==> config.mk <==
export PLATFORM = sky130hd
export DESIGN_NAME = twos_complement_stream
export DESIGN_NICKNAME = d
export VERILOG_FILES = /design/src/rtl/twos_pkg.sv /design/src/rtl/twos_op_core.sv /design/src/rtl/twos_complement_stream.sv
export SDC_FILE = /design/constraint.sdc
export NUM_CORES = 1
export LEC_CHECK = 0
export CAP_MARGIN = 40
export CORE_ASPECT_RATIO = 0.7
export CORE_UTILIZATION = 50
export DETAILED_ROUTE_END_ITERATION = 8
export GPL_TIMING_DRIVEN = 1
export PLACE_DENSITY_LB_ADDON = 0.2
export SYNTH_ARGS = -nofsm -noshare
export SYNTH_HDL_FRONTEND = slang
export SYNTH_SLANG_ARGS = --single-unit
==> constraint.sdc <==
create_clock -name clk -period 4.3 [get_ports clk]
set_input_delay 0.645 -clock clk [delete_from_list [all_inputs] [get_ports clk]]
set_output_delay 0.645 -clock clk [all_outputs]
set_load 0.005 [all_outputs]
==> src/rtl/twos_pkg.sv <==
// Shared definitions for the two's-complement streaming unit: operation modes and MIN helper.
package twos_pkg;

  localparam logic [1:0] MODE_PASS = 2'b00;
  localparam logic [1:0] MODE_NEG  = 2'b01;
  localparam logic [1:0] MODE_ABS  = 2'b10;
  localparam logic [1:0] MODE_SMAG = 2'b11;

  // Most-negative two's-complement value for a given width (up to 64 bits).
  function automatic logic [63:0] min_val(input int unsigned width);
    return 64'(1) << (width - 1);
  endfunction

endpackage

==> src/rtl/twos_op_core.sv <==
// Combinational operation core: pass / negate / abs / sign-magnitude with overflow flag.
// Build option TWOS_SAT_EN: overflowing results saturate instead of wrapping.
module twos_op_core
  import twos_pkg::*;
#(
  parameter int unsigned WIDTH = 16
) (
  input  logic [WIDTH-1:0] x_i,
  input  logic [1:0]       mode_i,
  input  logic             is_min_i,
  output logic [WIDTH-1:0] y_c_o,
  output logic             ovf_c_o
);

`ifdef TWOS_SAT_EN
  localparam logic [WIDTH-1:0] MAX_POS = {1'b0, {(WIDTH-1){1'b1}}};
`endif

  logic [WIDTH-1:0] neg;
  logic [WIDTH-1:0] mag;

  always_comb begin
    neg     = ~x_i + WIDTH'(1);
    mag     = x_i[WIDTH-1] ? neg : x_i;
    y_c_o   = x_i;
    ovf_c_o = 1'b0;
    unique case (mode_i)
      MODE_PASS: y_c_o = x_i;
      MODE_NEG:  y_c_o = neg;
      MODE_ABS:  y_c_o = mag;
      MODE_SMAG: y_c_o = {x_i[WIDTH-1], mag[WIDTH-2:0]};
      default:   y_c_o = x_i;
    endcase
    // Only MIN has no representable negation/magnitude.
    ovf_c_o = is_min_i && (mode_i != MODE_PASS);
`ifdef TWOS_SAT_EN
    if (ovf_c_o) begin
      y_c_o = (mode_i == MODE_SMAG) ? '1 : MAX_POS;
    end
`endif
  end

endmodule

==> src/rtl/twos_complement_stream.sv <==
// Two-stage valid/ready pipeline around twos_op_core with a saturating overflow counter.
// Optional build macro TWOS_SAT_EN selects saturating results (see twos_op_core).
module twos_complement_stream
  import twos_pkg::*;
#(
  parameter int unsigned WIDTH = 16,
  parameter int unsigned CNT_W = 8
) (
  input  logic             clk,
  input  logic             rst,
  input  logic             in_valid,
  output logic             in_ready,
  input  logic [WIDTH-1:0] in_data,
  input  logic [1:0]       in_mode,
  output logic             out_valid,
  input  logic             out_ready,
  output logic [WIDTH-1:0] out_data,
  output logic             out_ovf,
  output logic [CNT_W-1:0] ovf_count,
  input  logic             ovf_clr
);

  localparam logic [WIDTH-1:0] MIN_VAL = WIDTH'(min_val(WIDTH));

  logic             s1_valid_q, s1_valid_d;
  logic [WIDTH-1:0] s1_data_q,  s1_data_d;
  logic [1:0]       s1_mode_q,  s1_mode_d;
  logic             s1_min_q,   s1_min_d;
  logic             s2_valid_q, s2_valid_d;
  logic [WIDTH-1:0] s2_data_q,  s2_data_d;
  logic             s2_ovf_q,   s2_ovf_d;
  logic [CNT_W-1:0] cnt_q,      cnt_d;
  logic             s2_load;
  logic [WIDTH-1:0] op_y;
  logic             op_ovf;

  twos_op_core #(.WIDTH(WIDTH)) u_core (
    .x_i      (s1_data_q),
    .mode_i   (s1_mode_q),
    .is_min_i (s1_min_q),
    .y_c_o    (op_y),
    .ovf_c_o  (op_ovf)
  );

  // Next-state: stage k loads when empty or when stage k+1 takes its content.
  always_comb begin
    s1_valid_d = s1_valid_q;
    s1_data_d  = s1_data_q;
    s1_mode_d  = s1_mode_q;
    s1_min_d   = s1_min_q;
    s2_valid_d = s2_valid_q;
    s2_data_d  = s2_data_q;
    s2_ovf_d   = s2_ovf_q;
    cnt_d      = cnt_q;

    s2_load  = s1_valid_q && (!s2_valid_q || out_ready);
    in_ready = !rst && (!s1_valid_q || s2_load);

    if (!s1_valid_q || s2_load) begin
      s1_valid_d = in_valid;
      if (in_valid) begin
        s1_data_d = in_data;
        s1_mode_d = in_mode;
        s1_min_d  = (in_data == MIN_VAL);
      end
    end

    // Output payload only changes when a new sample is taken, so it holds under stall.
    if (!s2_valid_q || out_ready) begin
      s2_valid_d = s1_valid_q;
      if (s1_valid_q) begin
        s2_data_d = op_y;
        s2_ovf_d  = op_ovf;
      end
    end

    if (ovf_clr) begin
      cnt_d = '0;
    end else if (s2_valid_q && out_ready && s2_ovf_q && (cnt_q != '1)) begin
      cnt_d = cnt_q + CNT_W'(1);
    end
  end

  always_ff @(posedge clk or posedge rst) begin
    if (rst) begin
      s1_valid_q <= 1'b0;
      s1_data_q  <= '0;
      s1_mode_q  <= MODE_PASS;
      s1_min_q   <= 1'b0;
      s2_valid_q <= 1'b0;
      s2_data_q  <= '0;
      s2_ovf_q   <= 1'b0;
      cnt_q      <= '0;
    end else begin
      s1_valid_q <= s1_valid_d;
      s1_data_q  <= s1_data_d;
      s1_mode_q  <= s1_mode_d;
      s1_min_q   <= s1_min_d;
      s2_valid_q <= s2_valid_d;
      s2_data_q  <= s2_data_d;
      s2_ovf_q   <= s2_ovf_d;
      cnt_q      <= cnt_d;
    end
  end

  assign out_valid = s2_valid_q;
  assign out_data  = s2_data_q;
  assign out_ovf   = s2_ovf_q;
  assign ovf_count = cnt_q;

endmodule
==> results.py <==
metrics = {
    "detailed_routing": {
        "drt-initial-drc-count": 49,
        "via_count": 1652,
        "drc": 0,
        "drtAntennaViolNets": 0,
        "finalWirelength_mm": 4.27,
        "post_drt_wl_per_cell_um": 13.7,
        "dr.pass1.iters": 4,
        "via_per_inst": 5.31,
    },
    "grt": {
        "grt_pass1_vias": 1468,
        "grtUsageTotal_pct": 19.9,
        "grt_pass1_wl_mm": 6.98,
        "grt_max_degree": 47,
        "grt-ovfl-total": 0,
        "antenna_found_initial": 0,
    },
    "worst_setup_path": {
        "cp_max_fo": 3,
        "startpoint_type": "input port",
        "cp_common_cell": "clkdlybuf4s50_1",
        "cpLargestDelayFamily": "buffers and inverters",
        "path_cells": "clkdlybuf4s50_1 > nand3b_1 > and2_1 > clkdlybuf4s50_1",
        "worstPathArrival_ns": 1.90,
        "critPathSlowestCell": "clkdlybuf4s50_1",
        "r2r_slack_ns": 2.26,
        "rr_startpoint": "s1_data_q[0]$_DFFE_PP0P_",
        "required_ns": 3.65,
        "crit_path_max_incr_delay_ns": 0.48,
        "cp.buffers_inverters": 2,
        "reg2reg_depth": 7,
        "worstSetupEndpointType": "output pin",
        "worstReg2RegEnd": "out_data[15]$_DFFE_PP0P_",
        "crit_type": "input port to output pin",
    },
    "cts": {
        "cts.sinks": 46,
        "cts_tree": "yes",
        "cts-buffers-inserted": 5,
        "clockBufferDepth": 2,
        "htreeDepth": 2,
        "insertion_delay_ns": 0.29,
        "clockRootBuffer": "clkbuf_8",
        "cts-resized-gates": 0,
        "post_cts_buffers": 0,
        "clk_pin_slew_ns": 0.08,
        "holdBufCountCts": 0,
    },
    "synthesis": {
        "synth_edf_count": 0,
        "synth_nets": 231,
        "synth_largest_area_cell": "dfrtp_1",
        "synth_top_area_share_pct": 51.1,
        "ys_types": 39,
        "synth_area_um2": 2250,
        "yosys_warnings": 0,
        "ys_async_sr_fraction_pct": 100,
        "synth.avg_cell_area_um2": 11.0,
        "synth_flop_cell": "dfrtp_1",
        "synth_area_leaders": "dfrtp_1 51%, mux2_2 9.5%, xnor2_1 4.7%, nand2_1 3.3%, o21ai_0 3.1%",
        "ys_seq_elements": 46,
        "yosysSeqAreaShare_pct": 51.1,
        "synth_cells": 205,
    },
    "finish": {
        "stdcell_count": 311,
        "fin_util_pct": 66.7,
        "fillCellCount": 355,
        "mostFrequentLayoutCells": "49 x clkdlybuf4s50_1, 46 x dfrtp_1, 20 x nand2_1",
        "n_antenna_cell": 0,
        "final_area_um2": 2890,
        "fin_nets": 281,
        "final_common_cell": "clkdlybuf4s50_1",
        "syn_to_final_growth_pct": 28.1,
        "drive_above_1_share_pct": 13.3,
    },
    "sta": {
        "setup_viol": 0,
        "whs_ns": 0.483,
        "worst-slew-pin-transition_ns": 0.820,
        "fin_ws_ns": 1.76,
        "fin_skew_ns": 0.00882,
        "drv_slew": 0,
        "rsz0062_at_grt": "no",
        "slew_headroom_pct": 45.2,
        "fin_crit_sh_pct": 59.2,
        "timing.fmax_ghz": 0.393,
        "min_period_ns": 2.54,
        "setup_tns_ns": 0,
        "hold_viol_final": 0,
    },
    "die": {
        "core-area_um2": 4330,
        "start_util_pct": 52.1,
        "ioPinCount": 50,
        "die_h_um": 58.2,
        "rows": 20,
        "die_w_um": 82.3,
        "dieArea_um2": 4790,
    },
    "min_path": {
        "hp-class": "flop to flop",
        "hold_path_depth": 2,
        "hold_path_end": "out_data[2]$_DFFE_PP0P_",
        "min_from": "out_data[2]$_DFFE_PP0P_",
    },
    "placed_design": {
        "dp_hpwl_mm": 3.27,
        "gp_congestion": 0.832,
        "place_inst": 303,
        "dpl_cell_area_um2": 2800,
        "portBuffers": 49,
        "post-place-ws_ns": 1.75,
    },
    "power": {
        "p_per_area_nw_per_um2": 404,
        "power.total_mw": 1.17,
        "p_leak_nw": 1.20,
        "ir_drop_v": 0.000249,
    },
    "status": {
        "outcome": "complete, no violations",
    },
    "flow_run": {
        "max_cap_violations": 0,
    },
}
==> power breakdown <==
| group | internal (mW) | switching [mW] |
|---|---|---|
| Clock | 0.130 | 0.135 |
| Sequential | 0.508 | 0.0696 |
| Combinational | 0.201 | 0.124 |
==> synthesized netlist by cell type (all sizes together) (4+ instances only) <==
cell	number
nor3	6
nand2	20
nor4	5
inv	6
buf	6
o211ai	4
nor2	14
a31oi	4
xnor2	12
o21ai	20
mux2	19
xor2	6
dfrtp	46
nand2b	4
==> routing by layer <==
metal	routed length (um)	share of wire, %	track usage, %
met1	2400	56	32.5
met2	1600	38	25.4
met3	227	5.3	4.88
met4	38	0.89	6.02
met5	0	0	0
==> registers in the layout, summed over array words and instances, names as in the netlist <==
| name | count |
|---|---|
| s1_data_q | 16 |
| s1_min_q | 1 |
| s1_mode_q | 2 |
| out_valid | 1 |
| ovf_count | 8 |
| s1_valid_q | 1 |
| out_ovf | 1 |
| out_data | 16 |
==> worst max-delay path by stage <==
| stage | startpoint | endpoint | slack [ns] | cells after the start |
|---|---|---|---|---|
| 2_1_floorplan | rst | in_ready | 1.78 | 2 |
| 6_report | out_ready | in_ready | 1.76 | 4 |
| 5_1_grt | out_ready | in_ready | 1.66 | 4 |
| 4_1_cts | out_ready | in_ready | 1.74 | 4 |
| 3_3_place_gp | out_ready | in_ready | 1.79 | 4 |
| 3_5_place_dp | out_ready | in_ready | 1.75 | 4 |
==> cells by family (layout without fill, tap and decap cells) <==
kind of cell               count (synthesis)  in the layout  synth area share (%)
buffers and inverters                     14             65                  3.27
xor gates and xnor gates                  18             18                  6.99
muxes                                     22             22                  11.0
and+or+nand+nor                           63             63                  15.4
AOI/OAI and AO/OA                         39             39                  10.6
adders and majority gates                  3              3                  1.66
DFF                                       46             46                  51.1
==> worst min-delay path: stages, from the launching register on <==
cell	delay (ns)
dfrtp_1	0.35
nand2_1	0.04
o21ai_0	0.06
==> area by class of cell <==
| type | instances | area (um2) | share of cell area (%) |
|---|---|---|---|
| clock inverters | 1 | 5.00 | 0.173 |
| clock buffers | 7 | 86.3 | 2.99 |
| inverters | 6 | 22.5 | 0.780 |
| flip-flops and latches | 46 | 1150 | 39.8 |
| well taps | 55 | 68.8 | 2.38 |
| multi-input cells | 145 | 1030 | 35.6 |
| repair buffers | 51 | 526 | 18.2 |
Power figures use the tool's default switching activity.
==> RTL edit, RTL diff (config.mk and constraints unchanged) <==
`s1_data_q` no longer has a reset.
--- a/src/rtl/twos_complement_stream.sv
+++ b/src/rtl/twos_complement_stream.sv
@@ -84,7 +84,6 @@
   always_ff @(posedge clk or posedge rst) begin
     if (rst) begin
       s1_valid_q <= 1'b0;
-      s1_data_q  <= '0;
       s1_mode_q  <= MODE_PASS;
       s1_min_q   <= 1'b0;
       s2_valid_q <= 1'b0;
@@ -93,7 +92,6 @@
       cnt_q      <= '0;
     end else begin
       s1_valid_q <= s1_valid_d;
-      s1_data_q  <= s1_data_d;
       s1_mode_q  <= s1_mode_d;
       s1_min_q   <= s1_min_d;
       s2_valid_q <= s2_valid_d;
@@ -103,6 +101,10 @@
     end
   end
 
+  always_ff @(posedge clk) begin
+    s1_data_q <= s1_data_d;
+  end
+
   assign out_valid = s2_valid_q;
   assign out_data  = s2_data_q;
   assign out_ovf   = s2_ovf_q;
Formal check against the unedited RTL: no difference found for any inputs over 10 cycles, from zero or initial values and one cycle with rst high; that may be too few to reach the edited logic, so the function may still have changed.
==> RTL edit against the unedited design <==
Synthesized area fell by 3.2%. Worst hold slack improved by 0.0048 ns. Sequential power fell by 5.0%. Routed wire length fell by 1.1%. Global-route usage rose by 0.89 points. Sequential cell count did not move. Total power fell by 9.8%. Die area fell by 3.1%. Worst setup slack got worse by 0.020 ns. Final area fell by 1.1%.
==> RTL edit: results (changes against the unedited design) <==
- The global-route wire length before repair is 7130 um (+2.2%).
- The number of vias per cell after detailed routing was 5.38 (+1.3%).
- The switching fraction of total power is 26.0% (-2.1 points).
- By area the synthesized netlist is led by dfrtp_1 (34%), edfxtp_1 (22%), xnor2_1 (4.8%).
- The hold-critical path endpoint is out_data[10].
- In this run the most critical hold path is launched from out_data[10].
- The tree is rooted in a clkbuf_8.
- The post-CTS setup-driven buffer insertion count is 0 (unchanged).
- The post-detailed-placement half-perimeter wirelength is 3320 um (+1.5%).
- The total global routing track utilization is 20.8% (+0.89 points).
- The iteration-0 DRC count of the detailed router is 128 (+160%).
- The maximum fanout along the worst path is 5 (+2).
- The remaining routing DRC violations is 0 (unchanged).
- The maximum VDD drop is 0.233 mV (-6.5%).
- The maximum root-to-sink buffer count is 2 (unchanged).
- The clock edge transition at the registers on the reported setup and hold paths was 0.08 ns (about the same).
- The part of the Yosys area used for sequential elements is 56.4% (+5.3 points).
- The routability-driven placement congestion ratio is 0.800 (-3.9%).
- The number of maximum-capacitance violations is 0 (unchanged).
- The max-slew violation count is 0 (unchanged).
- The latest clock arrival within the worst-skew pair is 0.29 ns (about the same).
- The initial antenna violation count is 0 (unchanged).
- Ranked by instance count, the synthesized netlist is headed by dfrtp_1 (30), nand2_1 (22), edfxtp_1 (16), o21ai_1 (16).
- The share of cells above drive strength 1 came to 10.0% (-3.2 points).
- The number of buffers added by the clock tree synthesis step is 5 (unchanged).
- The number of warnings reported in the yosys synthesis log is 0 (unchanged).
- The via count of the first global-routing pass is 1438 (-2.0%).
- The number of cells on the worst reg-to-reg path is 7 (unchanged).
- The antenna diode count is 0 (unchanged).
- The number of synthesized flops with an enable pin is 16 (+16).
- The cts-stage hold buffer count is 0 (unchanged).
- The number of unique standard cell types used by synthesis is 44 (+13%).
- The routed length per instance is 14.0 um (+2.2%).
- The instance area at placement is 0.00277 mm^2 (-1.1%).
- The share of synthesized registers carrying an async set or reset is 65.2% (-35 points).
- The synthesized net count is 220 (-4.8%).
- The flow ran to the end, and the final reports show no timing, DRC or antenna violations.
- The worst reg-to-reg setup slack was 2.14 ns (-0.12 ns).
- The final setup skew is 0.00304 ns (-0.00578 ns).
- The pin count of the biggest net entering global routing is 28 (-40%).
- The data arrival time of the critical path is 1.92 ns (+0.02 ns).
- The worst hold-check slack is 0.487 ns (+0.00481 ns).
- The number of stages on the worst hold path came to 2 (unchanged).
- The number of levels in the clock H-tree was 2 (unchanged).
- The total of buffers placed on input and output ports is 49 (unchanged).
- The detailed-router iteration count before antenna repair is 4 (unchanged).
- The transition time at the pin with the least slew margin was 0.650 ns (-0.169 ns).
- The startpoint identified for the worst register-to-register timing path is s1_data_q[4].
- The capture instance of the worst register-to-register path is out_data[15].
- The type of the tightest min-delay check is reg2reg.
- The leakage power total is 1.15 nW (-3.8%).
- The quantity of gates resized following cts was 0 (unchanged).
- The number of nets in the final layout was 274 (-2.5%).
==> RTL edit: how the worst max path moves through the flow <==
stage / start / endpoint / slack [ns] / cells after the start
after detailed placement: out_ready / in_ready / 1.75 / 4
final: out_ready / in_ready / 1.74 / 4
after global placement: out_ready / in_ready / 1.76 / 4
after CTS: out_ready / in_ready / 1.74 / 4
after floorplan: s1_data_q[2] / out_data[15] / 2.45 / 7
after global routing: out_ready / in_ready / 1.67 / 4
==> RTL edit: layout make-up <==
cell class / count / area (um^2)
Clock inverter: 2 / 7.51
Multi-Input combinational cell: 135 / 896
Clock buffer: 6 / 82.6
Fill cell: 306 / 1180
Sequential cell: 46 / 1230
Tap cell: 52 / 65.1
Inverter: 8 / 30.0
Timing Repair Buffer: 52 / 544
==> RTL edit: metrics by stage <==
step	setup WS [ns]	power, mW	cells
after floorplan	2.45	0.666	194
after CTS	1.74	1.06	301
after global placement	1.76	0.785	290
after global routing	1.67	1.11	301
final	1.74	1.05	301
after detailed placement	1.75	0.802	293
==> RTL edit: worst max-delay path, stage by stage <==
cell	delay (ns)
clkdlybuf4s50_1	0.53
nor2b_1	0.09
a21oi_1	0.14
clkdlybuf4s50_1	0.51
==> RTL edit: metal layers <==
| layer | global-route usage (%) | wire, um |
|---|---|---|
| met5 | 0 | 0 |
| met4 | 5.36 | 28 |
| met3 | 5.76 | 173 |
| met2 | 28.7 | 1870 |
| met1 | 32.4 | 2150 |
==> RTL edit: kinds of logic (layout without fill, tap and decap cells) <==
kind of cell	count (synthesis)	after routing	synth area share, %
DFF	46	46	56.4
and+or+nand+nor	70	70	17.8
buffers and inverters	13	68	2.58
xor gates and xnor gates	17	17	6.82
AOI/OAI and AO/OA	38	38	11.1
muxes	7	7	3.55
adders and majority gates	3	3	1.72
==> RTL edit: power groups by stage <==
stage	clock (mW)	combinational [mW]	sequential [mW]
after floorplan	0	0.113	0.553
after global placement	0	0.229	0.555
after detailed placement	0	0.244	0.558
after CTS	0.266	0.245	0.549
after global routing	0.288	0.269	0.555
final	0.261	0.242	0.548
